**src/rtl/cmp_pkg.sv**
```systemverilog
// cmp_pkg: shared types and constants for the 1-bit comparator self-test
package cmp_pkg;

    typedef enum logic [2:0] {IDLE, DRIVE, SETTLE, SAMPLE, DONE} state_t;

    localparam int NVEC = 4;

    // Expected {gt,eq,lt} per vector index k = {a,b}, listed k3..k0
    localparam logic [NVEC-1:0][2:0] EXP_TBL = {3'b010, 3'b100, 3'b001, 3'b010};

endpackage

```
**src/rtl/cmp_bist.sv**
```systemverilog
// cmp_bist: built-in self-test sequencer that walks a 1-bit comparator through all operand pairs
module cmp_bist
    import cmp_pkg::*;
#(
    parameter int SETTLE_CYC = 2,
    parameter int LOOPS      = 1
) (
    input  logic       clk,
    input  logic       rst,
    input  logic       start,
    input  logic       lt_i,
    input  logic       eq_i,
    input  logic       gt_i,
    output logic       a_o,
    output logic       b_o,
    output logic       busy,
    output logic       done,
    output logic       pass,
    output logic [3:0] fail_vec,
    output logic [7:0] err_cnt
);

    state_t     state, state_d;
    logic [1:0] idx, idx_d;
    logic [7:0] loop, loop_d;
    logic [3:0] scnt, scnt_d;
    logic [3:0] fv_d;
    logic [7:0] ec_d;
    logic       pass_d;
    logic       mis;
    logic       drv_d;

    // Any flag pattern other than the one-hot expected word is a mismatch
    assign mis   = {gt_i, eq_i, lt_i} != EXP_TBL[idx];
    assign busy  = state == DRIVE || state == SETTLE || state == SAMPLE;
    assign done  = state == DONE;
    assign drv_d = state_d == DRIVE || state_d == SETTLE || state_d == SAMPLE;

    // Next-state, counter and result logic
    always_comb begin
        state_d = state;
        idx_d   = idx;
        loop_d  = loop;
        scnt_d  = scnt;
        fv_d    = fail_vec;
        ec_d    = err_cnt;
        pass_d  = pass;
        case (state)
            IDLE: if (start) begin
                state_d = DRIVE;
                idx_d   = 2'd0;
                loop_d  = 8'd0;
                fv_d    = 4'd0;
                ec_d    = 8'd0;
                pass_d  = 1'b0;
            end
            DRIVE: begin
                state_d = SETTLE;
                scnt_d  = 4'(SETTLE_CYC - 1);
            end
            SETTLE: begin
                state_d = scnt == 4'd0 ? SAMPLE : SETTLE;
                scnt_d  = scnt == 4'd0 ? scnt : scnt - 4'd1;
            end
            SAMPLE: begin
                if (mis) begin
                    fv_d[idx] = 1'b1;
                    ec_d      = err_cnt == 8'hff ? err_cnt : err_cnt + 8'd1;
                end
                if (idx != 2'(NVEC - 1)) begin
                    idx_d   = idx + 2'd1;
                    state_d = DRIVE;
                end else if (loop < 8'(LOOPS - 1)) begin
                    idx_d   = 2'd0;
                    loop_d  = loop + 8'd1;
                    state_d = DRIVE;
                end else begin
                    state_d = DONE;
                    pass_d  = ec_d == 8'd0;
                end
            end
            DONE: state_d = IDLE;
            default: state_d = IDLE;
        endcase
    end

    // State, counters, results and registered stimulus operands
    always_ff @(posedge clk) begin
        if (rst) begin
            state    <= IDLE;
            idx      <= 2'd0;
            loop     <= 8'd0;
            scnt     <= 4'd0;
            fail_vec <= 4'd0;
            err_cnt  <= 8'd0;
            pass     <= 1'b0;
            a_o      <= 1'b0;
            b_o      <= 1'b0;
        end else begin
            state    <= state_d;
            idx      <= idx_d;
            loop     <= loop_d;
            scnt     <= scnt_d;
            fail_vec <= fv_d;
            err_cnt  <= ec_d;
            pass     <= pass_d;
            a_o      <= drv_d ? idx_d[1] : 1'b0;
            b_o      <= drv_d ? idx_d[0] : 1'b0;
        end
    end

endmodule

```
**config.mk**
```make
export PLATFORM = sky130hd
export DESIGN_NAME = cmp_bist
export DESIGN_NICKNAME = d
export VERILOG_FILES = /design/src/rtl/cmp_pkg.sv /design/src/rtl/cmp_bist.sv
export SDC_FILE = /design/constraint.sdc
export NUM_CORES = 1
export LEC_CHECK = 0
export CAP_MARGIN = 5
export CORE_AREA = 2 2 68 70
export CTS_CLUSTER_SIZE = 25
export DETAILED_ROUTE_END_ITERATION = 8
export DIE_AREA = 0 0 70 72
export SLEW_MARGIN = 30
export SYNTH_ARGS = -nofsm -noshare
export SYNTH_HDL_FRONTEND = slang
export SYNTH_SLANG_ARGS = --single-unit
```
**constraint.sdc**
```tcl
create_clock -name clk -period 2.7 [get_ports clk]
set_clock_uncertainty 0.1 [all_clocks]
set_input_delay 0.54 -clock clk [delete_from_list [all_inputs] [get_ports clk]]
set_output_delay 0.54 -clock clk [all_outputs]
set_load 0.05 [all_outputs]
```
### Word level (Yosys, flattened, before mapping)

Cells that the tools add are included.

* register bits: 32
* input bits: 6
* output and inout port bits: 17

* $add $sub $neg: 4
* magnitude comparators: 3
* eq/ne operators: 16
* muxes and demuxes: 30
* bitwise operators: 2
* reductions and logical operators: 16

Operator list (number)
* $mux W8: 6
* $pmux W8 S2: 2
* $add A8 B1 Y8 const B: 2
* $pmux W4 S2: 2
* $eq A3 B2 Y1 const B: 4
* $mux W3: 4
* $mux W4: 3
* $ne A2 B2 Y1 const B: 6
* $pmux W3 S4: 1
* $eq A8 B8 Y1 const B: 1
* $logic_not A8 Y1: 1
* $lt A8 B1 Y1 const B: 1
* $reduce_and A4 Y1: 2
* $bmux W3 S2: 1
* $eq A3 B1 Y1 const B: 2
* $mux W2: 3
* $mux W1: 5
* $logic_not A4 Y1: 1
* $logic_or A1 B1 Y1: 4
* $or A4 B4 Y4: 1
* $pmux W2 S2: 1
* $reduce_and A2 Y1: 2
* $reduce_bool A2 Y1: 2
* $sub A4 B1 Y4 const B: 1
* 13 further kinds: 13

### Depth between registers and ports, before layout

Gate-level depths: netlist of the first run.

* word-level depth: 9
* mapped depth: 7
* depth with buffers taken out: 7

### Worst setup path after synthesis of the first run

OpenSTA, ideal clock, no wires.

* path kind: reg-to-reg
* from: register err_cnt[0]
* to: register pass
* data arrival time: 1987 ps
* required time: 2540 ps
* slack: 553 ps
* cell stages (with the launch flop): 7
* buffers on the path: 0
* period minus slack after synthesis: 2147 ps
* cells stage by stage: dfxtp_1 -> ha_1 -> nand4_1 -> a311oi_1 -> o21bai_1 -> a221oi_2 -> a41o_1

* cells in the longest elaborated chain, start to end: 8

Ends and longest elaborated chain
* start: declaration: line cmp_bist.sv:20 `output logic [7:0] err_cnt`
* start signal: assignment: line cmp_bist.sv:95 `err_cnt <= 8'd0;`
* start signal: assignment: line cmp_bist.sv:105 `err_cnt <= ec_d;`
* $add A8 B1 Y8 / $eq A8 B8 Y1 (equally long branches): line cmp_bist.sv:68 `ec_d = err_cnt == 8'hff ? err_cnt : err_cnt + 8'd1;`
* $mux W8: line cmp_bist.sv:68
* $mux W8 (*): line cmp_bist.sv:66 `if (mis) begin`
* $mux W8 (*): line cmp_bist.sv:48 `case (state)`
* $logic_not A8 Y1 (*): line cmp_bist.sv:79 `pass_d = ec_d == 8'd0;`
* $mux W1 (*): line cmp_bist.sv:73 `end else if (loop < 8'(LOOPS - 1)) begin`
* $mux W1 (*): line cmp_bist.sv:70 `if (idx != 2'(NVEC - 1)) begin`
* $pmux W1 S2 (*): line cmp_bist.sv:48
* end signal: assignment: line cmp_bist.sv:106 `pass <= pass_d;`
* end: declaration: line cmp_bist.sv:18 `output logic pass,`

Mark *: on every way between the ends. The rest lies on a longest branch, timed or not. The select of a mux whose other input is x is not followed.
A chain may end at the register's enable or synchronous reset.

### Final worst setup path of the first run

* from: register state[1]
* to: output busy

* cells in the longest elaborated chain, start to end: 3

Ends and longest elaborated chain
* start: declaration: line cmp_bist.sv:23 `state_t state, state_d;`
* start signal: assignment: line cmp_bist.sv:100 `state <= state_d;`
* $eq A3 B1 Y1 / $eq A3 B2 Y1 (equally long branches): line cmp_bist.sv:35 `assign busy = state == DRIVE || state == SETTLE || state == SAMPLE;`
* $logic_or A1 B1 Y1: line cmp_bist.sv:35
* $logic_or A1 B1 Y1 (*): line cmp_bist.sv:35
* end: declaration: line cmp_bist.sv:16 `output logic busy,`

Mark *: on every way between the ends. The rest lies on a longest branch, timed or not.

==> results.md, run 1 <==
* Area growth syn-to-layout at 22.3%
* Synthesized instance count at around 170
* Drt drc at 0
* Antenna-violating nets left at 0
* CTS Buffer Depth at 2
* CTS buffer count at 3
* Mapped Area at ~1500 um^2
* GR Util All Layers at a little over an eighth
* Distinct cell type count after synthesis at 52
* Final Non-Filler Cells at between 200 and 250
* PD cells at about 580 nW/um^2
* Launch point of the worst reg-to-reg path: idx[0]$_SDFF_PP0_
* Die Ht at slightly above 70 um
* Clock Latency Late Sink at between 0.2 and 0.3 ns
* Syn_nets at roughly 180
* CTS tree: done
* Post-CTS Repair Setup Buffers at 0
* Synth Warn # at 0
* Reg2Reg Depth at 7
* CP endpoint: busy
* Detailed Route WL at about 3.3 mm
* Synth Register Bits at 24
* Fmax at around 0.42 GHz
* Maxcap violations at 0
* Antenna Cells at 0
* Worst-margin pin slew at roughly 0.50 ns
* Post-DR wirelength/cell at roughly 14 um
* Fin. max-slew vios at 0
* CTS clock-pin slew for the worst setup and hold paths at 0.09 ns
* Remaining global-route overflow at 0
* I/O pin count at 23
* Die Width at about 70 um
* Vias in the first global route at 1139
* Seq/Total Area, Yosys at between 30% and 40%
* Core Area at ~4300 um^2
* Final GP Congestion at 0.898
* Vias per cell at about 5.4
* Status: finished clean
* CTS Sinks at 24
* Number of detailed-route iterations in the first pass at 4
* Buffers on Ports at 22
* Synthesized area per cell at between 8 and 9 um^2
* Initial antenna violation count at 0
* Post-DP HPWL at 2.44 mm
* Top_reg_cell synth: dfxtp_1
* Maximum vdd drop at 0.232 mV
* Placed Cells at around 240
* EDFF count, synth at 0
* Slew headroom at roughly two thirds
* CTS H-tree lvls at 1
* HP Class: flip-flop to flip-flop
* Fin crit period at ~2.4 ns
* Ys async rst share at 0%
* Reg-to-reg setup timing slack at 0.52 ns
* Initial drt markers at 82
* WP data arrival at approximately 1.8 ns
* Post-cts sizing count at 0
* WS Path Type: flip-flop to output port
* Root buf cell: clkbuf_8
* Largest net degree at the start of global routing at 16
* Reg-to-Reg End: pass$_SDFFE_PP0P_
* Cell row count at 24
* Fin. Hold Viols at 0
* CP startpoint: state[1]$_SDFF_PP0_
* P_leak at between 0.6 and 0.7 nW
* Starting Density at about 34%
* Final net count at a little over 200
* Critical path fanouts, max at 10
* Critical Path End Type: output port
* Die area at roughly 5000 um^2
* Via count at approximately 1300
* CP startpoint kind: flip-flop
* CTS hold repair buffers at 0
* Number of setup violations in the final report at 0
* Setup TNS Final at 0 ns
* Unrepaired setup endpoints after global routing: false
* CP Data Required Time at approximately 2.1 ns
* Layout cell share with drive strength beyond 1 at a little under a tenth
* Ratio of final minimum period to clock period at between 80% and 90%
* Global-route wire length before repair at ~5.6 mm
==> through the flow <==
stage	hold slack, ns	utilization [%]	instance area, um^2	setup WS, ns	total power [mW]
after floorplan	0.387	-	1450	0.553	0.655
after global placement	0.368	40.0	1710	0.262	0.722
after detailed placement	0.359	40.0	1710	0.261	0.720
after CTS	0.392	41.7	1780	0.293	1.04
after global routing	0.441	41.7	1780	0.193	1.10
final	0.382	41.7	1780	0.305	1.03
==> worst min-delay path by stage <==
stage / start / endpoint / slack [ns] / cells after the start
6_report: fail_vec[1]$_SDFFE_PP0P_ / fail_vec[1]$_SDFFE_PP0P_ / 0.38 / 2
5_1_grt: fail_vec[2]$_SDFFE_PP0P_ / fail_vec[2]$_SDFFE_PP0P_ / 0.44 / 2
4_1_cts: fail_vec[1]$_SDFFE_PP0P_ / fail_vec[1]$_SDFFE_PP0P_ / 0.39 / 2
3_5_place_dp: fail_vec[0]$_SDFFE_PP0P_ / fail_vec[0]$_SDFFE_PP0P_ / 0.36 / 2
3_3_place_gp: fail_vec[0]$_SDFFE_PP0P_ / fail_vec[0]$_SDFFE_PP0P_ / 0.37 / 2
2_1_floorplan: scnt[1]$_SDFFE_PP0P_ / scnt[1]$_SDFFE_PP0P_ / 0.39 / 2
==> synthesized netlist by cell type, drive strengths merged (3+ instances only) <==
cell type / number / area, um^2
nor3: 8 / 45.0
o21ai: 6 / 30.0
dfxtp: 24 / 480
nand4: 4 / 25.0
clkbuf: 6 / 33.8
xor2: 3 / 41.3
nand3: 4 / 20.0
and3: 3 / 18.8
inv: 7 / 26.3
a21oi: 12 / 60.1
xnor2: 6 / 60.1
and2: 3 / 18.8
buf: 3 / 21.3
a211oi: 7 / 52.6
a21o: 3 / 22.5
nand2: 6 / 25.0
a31oi: 4 / 31.3
ha: 6 / 75.1
o21bai: 3 / 33.8
nor2: 23 / 86.3
==> critical path, stage by stage (launching register included) <==
cell,delay (ns)
dfxtp_1,0.51
nor2_1,0.09
nor2_1,0.09
clkdlybuf4s50_1,0.80
==> cell usage in the layout, fill, tap and decap left out, types with 4 or more instances in the layout <==
cell type,instances
nand3_1,4
inv_1,7
a211oi_1,7
nor2_1,23
nor3_1,7
ha_1,6
a21oi_1,12
dfxtp_1,24
clkdlybuf4s50_1,22
nand2_1,5
o21ai_0,5
xnor2_1,5
nand4_1,4
==> registers in the layout, summed over array words and instances (netlist names) <==
register and cells:
err_cnt 8, a_o 1, state 3, idx 2, scnt 4, pass 1, fail_vec 4, b_o 1
==> report_power, final <==
part,leakage [nW],switching (mW),internal (mW)
combinational,0.402,0.169,0.127
sequential,0.194,0.0351,0.383
clock,0.0357,0.120,0.198
==> layer usage <==
layer	global-route usage (%)	part of all wire [%]
met1	19.0	49
met2	22.1	44
met3	2.08	6.8
met4	4.27	0.95
met5	0	0
==> final cells by class <==
| type | count | area, um^2 |
|---|---|---|
| Inverter | 7 | 26.3 |
| Timing Repair Buffer | 25 | 243 |
| Clock inverter | 1 | 30.0 |
| Fill cell | 439 | 2490 |
| Multi-Input combinational cell | 129 | 892 |
| Clock buffer | 3 | 41.3 |
| Tap cell | 52 | 65.1 |
| Sequential cell | 24 | 480 |
==> kinds of logic (layout without fill, tap and decap cells) <==
group / Yosys count / after routing / synth area share, %
compound gates: 49 / 49 / 24.8
xor+xnor: 9 / 9 / 6.97
fa+ha+maj: 6 / 6 / 5.16
buf+inv: 16 / 36 / 5.59
flops: 24 / 24 / 33.0
mux: 2 / 2 / 1.72
simple gates: 63 / 63 / 22.7
(Power assumes the default switching activity.)
==> run 2, diff against run 1 <==
--- a/config.mk
+++ b/config.mk
@@ -6,10 +6,10 @@
 export NUM_CORES = 1
 export LEC_CHECK = 0
 export CAP_MARGIN = 5
-export CORE_AREA = 2 2 68 70
+export CORE_AREA = 2 2 73 75
 export CTS_CLUSTER_SIZE = 25
 export DETAILED_ROUTE_END_ITERATION = 8
-export DIE_AREA = 0 0 70 72
+export DIE_AREA = 0 0 75 77
 export SLEW_MARGIN = 30
 export SYNTH_ARGS = -nofsm -noshare
 export SYNTH_HDL_FRONTEND = slang
==> run 2 against run 1 <==
Net effect: flip-flop and latch count unchanged; sequential share of layout area up 0.11 points; power down 10%; sequential power about the same; largest cell class unchanged; critical endpoint unchanged.
==> results.md, run 2 (synthesis results as in run 1) <==
* Commonest non-fill, non-tap cell in the layout: dfxtp_1 (unchanged)
* PD cells at 524 nW/um^2 (was 581 nW/um^2)
* Die Width at 75 um (was 70 um)
* Global-route wire length before repair at 5.91 mm (was 5.59 mm)
* Leading registers by flop count: err_cnt: 8 flops, fail_vec: 4 flops, scnt: 4 flops (unchanged)
* Cell row count at 26 (was 24)
* Critical-path cell list: nor2_1 -> nor2_1 -> clkdlybuf4s50_1 (unchanged)
* Final net count at 202 (unchanged)
* Max FFs per register at 8 (unchanged)
* Fmax at 0.415 GHz (was 0.418 GHz)
* Vias per cell at 5.06 (was 5.43)
* Critical Path End Type: output port (unchanged)
* CP max stage delay at 0.80 ns (about the same)
* Ratio of final minimum period to clock period at 89.1% (was 88.7%)
* Total power at 0.927 mW (was 1.03 mW)
* Reg-to-reg setup timing slack at 0.50 ns (was 0.52 ns)
* CTS hold repair buffers at 0 (unchanged)
* WP data arrival at 1.77 ns (was 1.76 ns)
* Core Area at 4980 um^2 (was 4260 um^2)
* Worst-margin pin slew at 0.503 ns (was 0.501 ns)
* GR Util All Layers at 12.9% (was 13.7%)
* Number of detailed-route iterations in the first pass at 4 (unchanged)
* Initial drt markers at 90 (was 82)
* Antenna Cells at 0 (unchanged)
* Gate power share at 32.0% (was 28.7%)
* CP Data Required Time at 2.06 ns (about the same)
* Layout cell share with drive strength beyond 1 at 9.04% (was 9.52%)
* Maximum vdd drop at 0.185 mV (was 0.232 mV)
* Area growth syn-to-layout at 21.8% (was 22.3%)
* P_leak at 0.618 nW (was 0.632 nW)
* Setup TNS Final at 0 ns (unchanged)
* Unrepaired setup endpoints after global routing: false (unchanged)
* Drt drc at 0 (unchanged)
* Die area at 5780 um^2 (was 5040 um^2)
* Biggest register: err_cnt (unchanged)
* CP delay by family, top: buffers and inverters (unchanged)
* Remaining global-route overflow at 0 (unchanged)
* CTS Sinks at 24 (unchanged)
* CP most frequent cell: nor2_1 (unchanged)
* Via count at 1305 (was 1308)
* CTS tree: done (unchanged)
* Sw power at 0.318 mW (was 0.324 mW)
* Die Ht at 77 um (was 72 um)
* CTS buffer count at 3 (unchanged)
* Slowest CP cell: clkdlybuf4s50_1 (unchanged)
* Fin. Hold Viols at 0 (unchanged)
* Post-CTS Repair Setup Buffers at 0 (unchanged)
* Critical path buffers and inverters at 1 (unchanged)
* Vias in the first global route at 1260 (was 1139)
* CP startpoint kind: flip-flop (unchanged)
* CTS Buffer Depth at 2 (unchanged)
* Starting Density at 29.2% (was 34.1%)
* Net Sw Frac at 34.3% (was 31.4%)
* Post-DR wirelength/cell at 13.2 um (was 13.6 um)
* Commonest cells after routing, fill and taps aside: dfxtp_1 (24), nor2_1 (23), clkdlybuf4s50_1 (22), a21oi_1 (12) (unchanged)
* Fin crit period at 2.41 ns (was 2.40 ns)
* Post-DP HPWL at 2.57 mm (was 2.44 mm)
* Fin. max-slew vios at 0 (unchanged)
* Clk pwr share at 22.9% (was 30.8%)
* Antenna-violating nets left at 0 (unchanged)
* Post-cts sizing count at 0 (unchanged)
* Initial antenna violation count at 0 (unchanged)
* Root buf cell: clkbuf_8 (unchanged)
* I/O pin count at 23 (unchanged)
* Maxcap violations at 0 (unchanged)
* Sequential group share of total power at 45.1% (was 40.5%)
* Slew headroom at 66.4% (was 66.5%)
* HP Class: flip-flop to flip-flop (unchanged)
* Final GP Congestion at 0.843 (was 0.898)
* Status: finished clean (unchanged)
* P_int at 0.609 mW (was 0.708 mW)
* Largest net degree at the start of global routing at 16 (unchanged)
* Number of setup violations in the final report at 0 (unchanged)
* CTS clock-pin slew for the worst setup and hold paths at 0.08 ns (was 0.09 ns)
* CTS H-tree lvls at 1 (unchanged)
* Critical path fanouts, max at 10 (unchanged)
* Clock Latency Late Sink at 0.26 ns (was 0.27 ns)
* Buffers on Ports at 22 (unchanged)
* WS Path Type: flip-flop to output port (unchanged)
* Detailed Route WL at 3.40 mm (was 3.27 mm)
[run 2: cell types whose count changed in the layout (fill, tap and decap cells not counted), sizes merged]
cell / change
bufinv: -1
[run 2: power by group through the flow]
stage | registers (mW) | clock network, mW | logic, mW
after floorplan | 0.428 | 0 | 0.228
after global placement | 0.426 | 0 | 0.293
after detailed placement | 0.426 | 0 | 0.298
after CTS | 0.417 | 0.219 | 0.299
after global routing | 0.423 | 0.239 | 0.329
final | 0.418 | 0.212 | 0.297
[run 2: stage by stage]
step | cells | hold slack, ns | cell area, um^2 | util, % | setup slack (ns)
2_1_floorplan | 169 | 0.387 | 1450 | - | 0.553
6_report | 258 | 0.381 | 1770 | 35.6 | 0.293
3_3_place_gp | 255 | 0.370 | 1730 | 34.7 | 0.273
3_5_place_dp | 255 | 0.360 | 1730 | 34.7 | 0.245
5_1_grt | 258 | 0.423 | 1770 | 35.6 | 0.200
4_1_cts | 258 | 0.393 | 1770 | 35.6 | 0.287
[run 2: metal layers]
metal | part of all wire (%) | routed length, um | track usage (%)
met1 | 47 | 1610 | 18.3
met2 | 43 | 1460 | 18.5
met3 | 6.2 | 212 | 2.10
met4 | 3.2 | 110 | 6.61
met5 | 0 | 0 | 0
[run 2: worst paths after layout]
kind                            start                        to  cells past startpoint
max               state[1]$_SDFF_PP0_                      busy                      3
min          fail_vec[0]$_SDFFE_PP0P_  fail_vec[0]$_SDFFE_PP0P_                      2
max reg2reg         idx[0]$_SDFF_PP0_         pass$_SDFFE_PP0P_                      7
min reg2reg  fail_vec[0]$_SDFFE_PP0P_  fail_vec[0]$_SDFFE_PP0P_                      2
[run 2: final cells by class]
type                    instances  area, um^2
flip-flops and latches         24         480
clock buffers                   3        41.3
inverters                       7        26.3
well taps                      70        87.6
repair buffers                 25         243
multi-input cells             129         892
fillers                       519        3210
[run 2: worst reg2reg max path, stage by stage, from the launching register on]
cell and delay (ns):
dfxtp_1 0.39, inv_1 0.08, ha_1 0.25, xnor2_1 0.34, a31oi_2 0.18, or3_1 0.36, a221oi_2 0.26, a41o_1 0.18
==> run 3, diff against run 2 <==
--- a/config.mk
+++ b/config.mk
@@ -10,6 +10,7 @@
 export CTS_CLUSTER_SIZE = 25
 export DETAILED_ROUTE_END_ITERATION = 8
 export DIE_AREA = 0 0 75 77
+export MAX_ROUTING_LAYER = met4
 export SLEW_MARGIN = 30
 export SYNTH_ARGS = -nofsm -noshare
 export SYNTH_HDL_FRONTEND = slang
==> constraint.sdc (replaced) <==
create_clock -name clk -period 2.7 [get_ports clk]
set_clock_uncertainty 0.1 [all_clocks]
set_input_delay 0.81 -clock clk [delete_from_list [all_inputs] [get_ports clk]]
set_output_delay 0.81 -clock clk [all_outputs]
set_load 0.05 [all_outputs]
==> run 3 against run 2 <==
Net effect: non-clock buffer count up 8; register-to-register slack about the same; combinational power is 3% higher; setup slack worse by 0.14 ns; worst hold slack better by 0.010 ns; critical path depth fell by 2; clock-buffer cell count unchanged; sequential share of layout area is 0.82 points lower; power increased by 1.4%.
==> results.md, run 3 (synthesis results as in run 1) <==
* Status: finished clean (unchanged)
* PD cells at 515 nW/um^2 (was 524 nW/um^2)
* Gr busiest metal: met1 (was met2)
* Maximum vdd drop at 0.233 mV (was 0.185 mV)
* Hold path startpoint: fail_vec[3]$_SDFFE_PP0P_ (was fail_vec[0]$_SDFFE_PP0P_)
* CP max stage delay at 0.87 ns (was 0.80 ns)
* Antenna-violating nets left at 0 (unchanged)
* # fillers at 530 (was 519)
* CTS hold repair buffers at 0 (unchanged)
* Layout cell share with drive strength beyond 1 at 13.8% (was 9.04%)
* P_leak at 0.662 nW (was 0.618 nW)
* CP Data Required Time at 1.79 ns (was 2.06 ns)
* WS Path Type: flip-flop to output port (unchanged)
* Starting Density at 29.2% (unchanged)
* Die Ht at 77 um (unchanged)
* CTS Sinks at 24 (unchanged)
* Clock Latency Late Sink at 0.26 ns (about the same)
* Post-DR wirelength/cell at 12.6 um (was 13.2 um)
* Met2 Usage GRT at 18.6% (was 18.5%)
* Core Area at 4980 um^2 (unchanged)
* Root buf cell: clkbuf_8 (unchanged)
* Post-DP HPWL at 2.54 mm (was 2.57 mm)
* Number of detailed-route iterations in the first pass at 5 (was 4)
* Final worst-path setup slack at 0.154 ns (was 0.293 ns)
* Setup TNS Final at 0 ns (unchanged)
* Critical Path End Type: output port (unchanged)
* Vias in the first global route at 1201 (was 1260)
* Multi-input gate area at 892 um^2 (unchanged)
* Detailed Route WL at 3.35 mm (was 3.40 mm)
* WP data arrival at 1.64 ns (was 1.77 ns)
* Ratio of final minimum period to clock period at 94.3% (was 89.1%)
* Buffers on Ports at 22 (unchanged)
* Final GP Congestion at 0.821 (was 0.843)
* Initial drt markers at 69 (was 90)
* Area growth syn-to-layout at 25.6% (was 21.8%)
* CTS Buffer Depth at 2 (unchanged)
* HP Class: flip-flop to flip-flop (unchanged)
* Launch point of the worst reg-to-reg path: idx[0]$_SDFF_PP0_ (unchanged)
* Commonest cells after routing, fill and taps aside: dfxtp_1 (24), nor2_1 (23), clkdlybuf4s50_1 (20), buf_4 (13), a21oi_1 (12) (was dfxtp_1 (24), nor2_1 (23), clkdlybuf4s50_1 (22), a21oi_1 (12))
* CTS H-tree lvls at 1 (unchanged)
* Drt drc at 0 (unchanged)
* Global-route wire length before repair at 5.84 mm (was 5.91 mm)
* Critical path fanouts, max at 10 (unchanged)
* Via count at 1334 (was 1305)
* Critical-path cell list: clkdlybuf4s50_1 (was nor2_1 -> nor2_1 -> clkdlybuf4s50_1)
* Cell row count at 26 (unchanged)
* Initial antenna violation count at 0 (unchanged)
* Register area at 480 um^2 (unchanged)
* I/O pin count at 23 (unchanged)
* Slew headroom at 63.2% (was 66.4%)
* Vias per cell at 5.02 (was 5.06)
* CTS clock-pin slew for the worst setup and hold paths at 0.08 ns (about the same)
* CTS buffer count at 3 (unchanged)
* Post-CTS Repair Setup Buffers at 0 (unchanged)
* Leading registers by flop count: err_cnt: 8 flops, fail_vec: 4 flops, scnt: 4 flops (unchanged)
* Final net count at 210 (was 202)
* Fin crit period at 2.55 ns (was 2.41 ns)
* Number of setup violations in the final report at 0 (unchanged)
* CP delay by family, top: buffers and inverters (unchanged)
* Unrepaired setup endpoints after global routing: false (unchanged)
* Antenna Cells at 0 (unchanged)
* Fmax at 0.393 GHz (was 0.415 GHz)
* Max FFs per register at 8 (unchanged)
* CP startpoint: err_cnt[5]$_SDFFE_PP0P_ (was state[1]$_SDFF_PP0_)
* Setup WS pre-CTS at 0.0191 ns (was 0.245 ns)
* Slowest CP cell: clkdlybuf4s50_1 (unchanged)
* Fin. Hold Viols at 0 (unchanged)
* Commonest non-fill, non-tap cell in the layout: dfxtp_1 (unchanged)
* GR Util All Layers at 13.2% (was 12.9%)
* Maxcap violations at 0 (unchanged)
* Biggest register: err_cnt (unchanged)
* Fin. max-slew vios at 0 (unchanged)
* Die area at 5780 um^2 (unchanged)
* CTS tree: done (unchanged)
* Die Width at 75 um (unchanged)
* Critical path buffers and inverters at 1 (unchanged)
* Met1 usage at 19.4% (was 18.3%)
* Worst-margin pin slew at 0.551 ns (was 0.503 ns)
* Remaining global-route overflow at 0 (unchanged)
* Routing usage on met3 at 1.31% (was 2.10%)
* CP startpoint kind: flip-flop (unchanged)
* Largest net degree at the start of global routing at 18 (was 16)
* Post-cts sizing count at 0 (unchanged)
==> run 3: path summary, 6_finish.rpt <==
path                                    to  slack [ns]  depth (start not counted)
setup / recovery                err_cnt[5]        0.15                          1
hold / removal    fail_vec[3]$_SDFFE_PP0P_        0.39                          2
setup reg to reg         pass$_SDFFE_PP0P_        0.50                          7
hold reg to reg   fail_vec[3]$_SDFFE_PP0P_        0.39                          2
==> run 3: layout make-up <==
class	count	area share [%]
Tap cell	70	4.80
Clock buffer	3	2.26
Sequential cell	24	26.3
Multi-Input combinational cell	129	48.9
Timing Repair Buffer	33	16.3
Inverter	7	1.44
==> run 3: per-stage QoR <==
step                      util [%]  total power [mW]  std cells  hold slack (ns)  cell area (um^2)
after floorplan                  -             0.655        169            0.387              1450
after global placement        35.8             0.732        263            0.363              1780
after detailed placement      35.8             0.734        263            0.360              1780
after CTS                     36.7             0.949        266            0.394              1830
after global routing          36.7              1.01        266            0.421              1830
final                         36.7             0.940        266            0.391              1830
==> run 3: per-layer routing <==
metal  wire [um]  vias up  share of wire (%)
li1            -      681                  -
met1        1600      605                 48
met2        1520       44                 45
met3         182        4                5.4
met4          44        0                1.3
met5           0        -                  0
==> run 3: power breakdown <==
group          switching, mW  internal (mW)  total [mW]
Combinational          0.170          0.138       0.307
Sequential            0.0342          0.383       0.417
Clock                  0.115         0.0999       0.215
Total                  0.319          0.620       0.940
==> patch (config.mk and constraints of run 3) <==
`NVEC`: 4 -> 5.
--- a/src/rtl/cmp_pkg.sv
+++ b/src/rtl/cmp_pkg.sv
@@ -3,7 +3,7 @@
 
     typedef enum logic [2:0] {IDLE, DRIVE, SETTLE, SAMPLE, DONE} state_t;
 
-    localparam int NVEC = 4;
+    localparam int NVEC = 5;
 
     // Expected {gt,eq,lt} per vector index k = {a,b}, listed k3..k0
     localparam logic [NVEC-1:0][2:0] EXP_TBL = {3'b010, 3'b100, 3'b001, 3'b010};
Function: changed (Yosys sat finds a counterexample within 10 cycles, from zero or initial values and one cycle with rst high).
==> patch against run 3 <==
  * Routed wire length decreased by 2.2%
  * Final area rose by 0.41%
  * Worst setup slack improved by 39 ps
  * Sequential share of layout area decreased by 0.11 points
  * Synthesized area fell by 0.43%
  * Total power rose by 2.8%
  * Combinational power fell by 21%
  * Sequential cell count is the same
  * Sequential power is 3% lower
  * Critical endpoint is now err_cnt[0]
==> patch: results (changes against run 3) <==
* Fin nets at 208 (was 210)
* Flop-to-flop setup slack at 430 ps (was 500 ps)
* Mean Syn Cell Area at 8.668 um^2 (was 8.603 um^2)
* Detailed Route Iter0 Violations at 77 (was 69)
* DR WL/cell at 12.39 um (was 12.58 um)
* HPWL after DPL at 2.474 mm (was 2.541 mm)
* Status: complete, no violations (unchanged)
* Hold Path Depth at 2 (unchanged)
* Multiplexer share of the synthesized area at 0.01469 (was 0.01721)
* Met1 wire length at 1.649 mm (was 1.602 mm)
* Wire length on met3 at 143 um (was 182 um)
* Switching part of the total at 0.2915 (was 0.3396)
* GRT Util Overall at 0.1262 (was 0.1316)
* Filler cells at 532 (was 530)
* Met2 WL at 1.414 mm (was 1.515 mm)
* Asr flop ratio synth at 0 (unchanged)
* Critical Path AT at 1600 ps (was 1640 ps)
* Hold path startpoint: fail_vec[2] (was fail_vec[3])
* First-pass GRT wire length at 5.671 mm (was 5.837 mm)
* Initial antenna violation count at 0 (unchanged)
* Vias in the first global route at 1207 (was 1201)
* Routed WL at 3.272 mm (was 3.345 mm)
* Top cells by area, synth: dfxtp_1, ha_1, nor2_1 (was dfxtp_1, nor2_1, ha_1)
* Vias per cell at 4.879 (was 5.015)
* Worst-path clk slew at 80 ps (about the same)
* Post-Place Setup Slack at -10.64 ps (was 19.14 ps)
* Largest net degree at the start of global routing at 15 (was 18)
* Inst Count DP at 260 (was 263)
* Synth Area in Adders at 0.06050 (was 0.05164)
* Critical path fanouts, max at 7 (was 10)
* LEAKAGE at 0.6645 nW (was 0.6620 nW)
* XOR/XNOR Fraction of Synth Area at 0.06482 (was 0.06971)
* Synth top cells by count: dfxtp_1, nor2_1, a21oi_1 (unchanged)
* Hold Slack at 385.2 ps (was 390.6 ps)
* Post-synthesis compound-gate area fraction at 0.2532 (was 0.2478)
* GPL Wtd Cong at 0.8268 (was 0.8211)
* Reg-to-Reg Start: idx[0] (unchanged)
* Least-Margin Pin Slew at 499.0 ps (was 550.6 ps)
* Worst Hold End: fail_vec[2] (was fail_vec[3])
* Sequential share of the synthesized area at 0.3319 (was 0.3305)
* Post-Place Cell Area at 1762 um^2 (was 1784 um^2)
## patch: power by group through the flow
stage | Combinational (W) | Sequential, W | Clock (W)
floorplan | 0.000184 | 0.000413 | 0
global placement | 0.000243 | 0.000413 | 0
detailed placement | 0.000244 | 0.000414 | 0
CTS | 0.000246 | 0.000406 | 0.000322
global route | 0.000278 | 0.000412 | 0.000338
finish | 0.000244 | 0.000406 | 0.000316
## patch: final cells by class
cell class,instances,area share
flip-flops and latches,24,0.2621
clock inverters,1,0.01638
clock buffers,3,0.02253
inverters,7,0.01433
well taps,70,0.04778
repair buffers,31,0.1529
multi-input cells,128,0.4840
## patch: routing by layer
metal,vias to the layer above,GRT usage
li1,670,-
met1,583,0.1693
met2,29,0.1833
met3,6,0.03022
met4,0,0.04464
met5,-,-
## patch: how the worst max path moves through the flow
stage	slack, ps	depth (start not counted)	to	start
after floorplan	560	6	pass	err_cnt[0]
after global placement	30	6	pass	gt_i
after detailed placement	-10	6	pass	gt_i
after CTS	190	1	err_cnt[0]	err_cnt[0]
after global routing	140	1	err_cnt[7]	err_cnt[7]
final	190	1	err_cnt[0]	err_cnt[0]
## patch: worst register-to-register path, cell delays in order (launching register included)
cell	delay, ps
dfxtp_1	400
inv_1	100
ha_1	390
xnor2_1	200
o31ai_1	270
mux2_2	390
a221oi_2	200
a41o_1	190
## patch: cell families after synthesis
kind of cell,count (synthesis)
flip-flops,24
XOR/XNOR,9
adder cells (fa/ha/maj),7
buffers and inverters,15
AND/OR/NAND/NOR,61
multiplexers,2
AO/OA/AOI/OAI,49
